===== config.mk =====
export PLATFORM = sky130hd
export DESIGN_NAME = alu_resp_collector
export DESIGN_NICKNAME = d
export VERILOG_FILES = /design/src/rtl/alu_resp_collector.sv
export SDC_FILE = /design/constraint.sdc
export NUM_CORES = 1
export LEC_CHECK = 0
export CORE_AREA = 2 2 83 85
export DETAILED_ROUTE_END_ITERATION = 10
export DIE_AREA = 0 0 85 87
export PLACE_DENSITY = 0.86
export SLEW_MARGIN = 20
export SYNTH_ARGS = -nofsm -noshare
export SYNTH_HDL_FRONTEND = slang
export SYNTH_SLANG_ARGS = --single-unit

===== constraint.sdc =====
create_clock -name clk -period 2.1 [get_ports clk]
set_input_delay 0.42 -clock clk [delete_from_list [all_inputs] [get_ports clk]]
set_output_delay 0.42 -clock clk [all_outputs]
set_load 0.05 [all_outputs]

===== src/rtl/alu_resp_collector.sv =====
// Collects ALU result beats into a 16-bit MISR signature and compares it with an expected value.
// Reports pass, fail or idle timeout to the self-test controller.
module alu_resp_collector #(
   parameter logic [15:0] SEED    = 16'hFFFF,
   parameter logic [15:0] POLY    = 16'h1021,
   parameter int          TIMEOUT = 16
) (
   input  logic        clk,
   input  logic        rst,
   input  logic        start,
   input  logic [7:0]  num_beats,
   input  logic [15:0] exp_sig,
   input  logic        in_valid,
   output logic        in_ready,
   input  logic [7:0]  in_res,
   input  logic        in_carry,
   input  logic [3:0]  in_sel,
   output logic        busy,
   output logic        done,
   output logic        pass,
   output logic        timeout_err,
   output logic [15:0] signature,
   output logic [7:0]  beat_cnt,
   output logic [7:0]  carry_cnt
);

   localparam int TMR_W = (TIMEOUT > 2) ? $clog2(TIMEOUT) : 1;
   localparam logic [TMR_W-1:0] TMR_LAST = TMR_W'(TIMEOUT - 1);

   typedef enum logic [1:0] {S_IDLE, S_COLLECT, S_DONE, S_ERR} state_t;

   state_t           state_q, state_d;
   logic [7:0]       nbeats_q, nbeats_d;
   logic [15:0]      exp_q, exp_d;
   logic [15:0]      sig_q, sig_d;
   logic [7:0]       beat_q, beat_d;
   logic [7:0]       carry_q, carry_d;
   logic [TMR_W-1:0] timer_q, timer_d;
   logic             pass_q, pass_d;
   logic [15:0]      sig_next;

   assign sig_next = ({sig_q[14:0], 1'b0} ^ (sig_q[15] ? POLY : 16'h0000))
                     ^ {3'b000, in_sel, in_carry, in_res};

   always_ff @(posedge clk) begin
      if (rst) begin
         state_q  <= S_IDLE;
         nbeats_q <= 8'd0;
         exp_q    <= 16'h0000;
         sig_q    <= SEED;
         beat_q   <= 8'd0;
         carry_q  <= 8'd0;
         timer_q  <= '0;
         pass_q   <= 1'b0;
      end else begin
         state_q  <= state_d;
         nbeats_q <= nbeats_d;
         exp_q    <= exp_d;
         sig_q    <= sig_d;
         beat_q   <= beat_d;
         carry_q  <= carry_d;
         timer_q  <= timer_d;
         pass_q   <= pass_d;
      end
   end

   always_comb begin
      state_d  = state_q;
      nbeats_d = nbeats_q;
      exp_d    = exp_q;
      sig_d    = sig_q;
      beat_d   = beat_q;
      carry_d  = carry_q;
      timer_d  = timer_q;
      pass_d   = pass_q;
      // start wins in every state; a beat offered alongside a restart is dropped
      if (start) begin
         nbeats_d = num_beats;
         exp_d    = exp_sig;
         sig_d    = SEED;
         beat_d   = 8'd0;
         carry_d  = 8'd0;
         timer_d  = '0;
         pass_d   = 1'b0;
         if (num_beats == 8'd0) begin
            state_d = S_DONE;
            pass_d  = (SEED == exp_sig);
         end else begin
            state_d = S_COLLECT;
         end
      end else if (state_q == S_COLLECT) begin
         if (in_valid) begin
            sig_d   = sig_next;
            beat_d  = beat_q + 8'd1;
            carry_d = (in_carry && carry_q != 8'hFF) ? carry_q + 8'd1 : carry_q;
            timer_d = '0;
            if (beat_q == nbeats_q - 8'd1) begin
               state_d = S_DONE;
               pass_d  = (sig_next == exp_q);
            end
         end else if (timer_q == TMR_LAST) begin
            state_d = S_ERR;
            pass_d  = 1'b0;
         end else begin
            timer_d = timer_q + 1'b1;
         end
      end
   end

   assign in_ready    = (state_q == S_COLLECT);
   assign busy        = (state_q == S_COLLECT);
   assign done        = (state_q == S_DONE) || (state_q == S_ERR);
   assign timeout_err = (state_q == S_ERR);
   assign pass        = pass_q;
   assign signature   = sig_q;
   assign beat_cnt    = beat_q;
   assign carry_cnt   = carry_q;

endmodule


==> metrics.md <==
| Metric | Value |
|---|---|
| Outcome | complete, no violations |
| All-Layer GR Usage | 0.222 |
| WP depth | 1 |
| Final setup viols | 0 |
| H-tree levels | 3 |
| Netlist cell types | 48 |
| CP Capture Type | primary output |
| Register-to-register setup slack | between 0.2 and 0.3 ns |
| R2r endpoint | pass |
| Yosys top cell by area | dfxtp_1 |
| Synth area leaders | dfxtp_1, xnor2_1, mux2i_1 |
| Final period utilization | 0.973 |
| Number of synthesized flops with an enable pin | 0 |
| Commonest non-fill, non-tap cell in the layout | clkdlybuf4s50_1 |
| Final Instance Area | 4280 um2 |
| Arrival time at the worst endpoint | 1.62 ns |
| Reg power frac | 0.451 |
| Post-synthesis sequential area ratio | 0.402 |
| Worst R2R Start | nbeats_q[1] |
| Hold Path Class | flop to flop |
| RSZ-0062 raised after global routing | no |
| Slowest stage delay, CP | 0.85 ns |
| Vias in the first global route | 2,700 |
| Clock-pin slew on the worst setup and hold paths | ~0.070 ns |
| Setup TNS | 0 ns |
| Internal Power | between 2 and 2.5 mW |
| Pleak | 1.81 nW |
| Share of layout cells above drive strength 1 | 0.119 |
| Sw Ratio | 0.266 |
| Crit-path slowest cell | clkdlybuf4s50_1 |
| F_max | about 0.5 GHz |
| Synthesis Warnings | 0 |
| Worst relative slew slack | 0.635 |
| # DRC | 0 |
| Hold Startpoint | exp_q[5] |
| Routed wire per std cell | approximately 15 um |
| Via count | between 2k and 3k |
| Max Cap Violations | 0 |
| Initial antenna violation count | 0 |
| Pre-antenna DRT Iters | 4 |
| Antenna-violating nets left | 0 |
| TritonCTS clock tree | done |
| Clock skew | about 0.0094 ns |
| Gr ovfl total | 0 |
| Max Fanout on Critical Path | 4 |
| Worst VDD drop | 0.489 mV |
| Synth top area share | 0.402 |
| Period minus WS final | between 2 and 2.5 ns |
| Top-Level Pins | 78 |
| CP Launch Type | flop |
| GPL Wtd Cong | 0.818 |
| WHS Endpoint | exp_q[5] |
| Synthesis-to-finish area growth | 36.7% |
| Root Buffer | clkbuf_8 |
| Final Hold Fails | 0 |
| Clock power share | 0.389 |
| Worst-path cell chain | clkdlybuf4s50_1 |
| Largest net degree at the start of global routing | 31 |
| Post-Synthesis Cell Area | about 3100 um2 |
| Die height | between 80 and 90 um |
| Core area | 6570 um2 |
| Syn Nets | 390 |
| Final non-filler cell total | 516 |
| Via density | ~5.3 |
| Power density cells | 661 nW/um2 |
| Final slew viol count | 0 |
| Sink Count | 63 |
| Crit path buf inv count | 1 |
| Avg Inst Size Synth | ~9.1 um2 |
| Top delay family on crit path | buffers and inverters |
| Initial Util | 0.477 |
| Dpl cell area | 4070 um2 |
| Most frequent cells in the layout | clkdlybuf4s50_1, dfxtp_1, nor2_1 |
| Final core utilization | 0.652 |
| Worst reg2reg path depth | 8 |
| Die area | 7400 um2 |
| First-pass GRT wire length | 12.9 mm |
| Slew @ Worst Pin | ~0.55 ns |
| IO buf count | 77 |
| N_diodes | 0 |
| Setup bufs post-CTS | 0 |
| Dpl cells | 500 |
| HPWL after DPL | 5.81 mm |
| Comb power frac | 0.160 |
| Number of synthesized register bits | 63 |
| Final WL | between 7 and 8 mm |
| # rows | 30 |
| 1st-iter DRT viols | 169 |
| Max clock buf depth | 2 |
| Num CTS Buffers | 9 |
| Die width | approximately 85 um |
| Hold Crit Depth | 2 |
| Worst-skew pair later-pin latency | 0.36 ns |
| Post-synth ARST share | 0 |
| Critical Setup Path Class | flop to primary output |
| Sw power | 0.753 mW |
| Main synth FF type | dfxtp_1 |
| Number of fill cells | 533 |
| Nets | 476 |
| Synth Instances | approximately 350 |
| Worst path required time | approximately 1.7 ns |
[metal layers]
metal | wire length (um) | global-route usage
met2 | 3840 | 0.379
met5 | 0 | 0
met1 | 3280 | 0.267
met4 | 106 | 0.0707
met3 | 461 | 0.0682
[cells in the mapped netlist, types with 2 or more instances]
library cell  instances
ha_1                  4
buf_2                 5
nand3b_1              2
nor4_1                6
o21ai_0               2
xnor2_1              37
nor2_1               44
xor2_1               12
mux2i_1              24
a41o_1                2
xnor2_2               2
dfxtp_1              63
a21oi_1              11
nor3_1                7
inv_1                 3
nand4_1               9
nand2b_1              2
nand2_1              39
o211ai_1             14
nor3b_1               3
clkbuf_1             10
nand3_1              10
nor2b_1               3
or3_1                 3
buf_4                 5
[power by group through the flow]
stage | Combinational (mW) | Sequential [mW] | Clock (mW)
after floorplan | 0.248 | 1.32 | 0
after global placement | 0.439 | 1.30 | 0
after detailed placement | 0.451 | 1.30 | 0
after CTS | 0.453 | 1.28 | 1.11
after global routing | 0.491 | 1.28 | 1.16
final | 0.453 | 1.28 | 1.10
[how the worst max path moves through the flow]
stage	startpoint	end	slack [ns]
finish	signature[4]	signature[4]	0.06
global route	beat_cnt[0]	beat_cnt[0]	0.005
CTS	beat_cnt[4]	beat_cnt[4]	0.002
detailed placement	in_valid	pass	-0.04
global placement	in_valid	pass	-0.04
floorplan	state_q[0]	in_ready	0.11
[worst reg2reg max path: stages, from the launching register on]
cell      delay, ns
dfxtp_1        0.34
inv_1          0.06
ha_1           0.24
nor2b_1        0.20
a21oi_1        0.11
nor4b_2        0.34
o211ai_2       0.20
a21oi_2        0.17
a211oi_2       0.05
[metrics by stage]
step / total power, mW / setup WS (ns) / hold slack [ns]
2_1_floorplan: 1.57 / 0.113 / 0.450
3_3_place_gp: 1.74 / -0.0433 / 0.479
3_5_place_dp: 1.75 / -0.0399 / 0.485
4_1_cts: 2.84 / 0.00215 / 0.497
5_1_grt: 2.93 / 0.00538 / 0.519
6_report: 2.83 / 0.0560 / 0.491
[repair_timing]
action | in CTS | in global routing
hold buffers | 0 | 0
cloned | 0 | 0
endpoints found under the setup margin | 2 | 4
resized for setup | 2 | 4
[cells by family after synthesis]
group | share of synthesized area
compound gates | 0.0962
xor+xnor | 0.155
fa+ha+maj | 0.0160
buf+inv | 0.0367
flops | 0.402
mux | 0.0766
simple gates | 0.217
[cell type report]
type                            instances  area [um2]  area share
Timing Repair Buffer                   96         946       0.221
Sequential cell                        63        1260       0.294
Clock inverter                          5        56.3      0.0131
Tap cell                               80         100      0.0234
Clock buffer                           11         151      0.0353
Inverter                                3        11.3     0.00263
Multi-Input combinational cell        258        1760       0.410
[state kept, by name, indices dropped and copies added (netlist names)]
register	flops
carry_cnt	8
state_q	2
exp_q	16
signature	16
beat_cnt	8
timer_q	4
nbeats_q	8
pass	1
(Power assumes the default switching activity.)
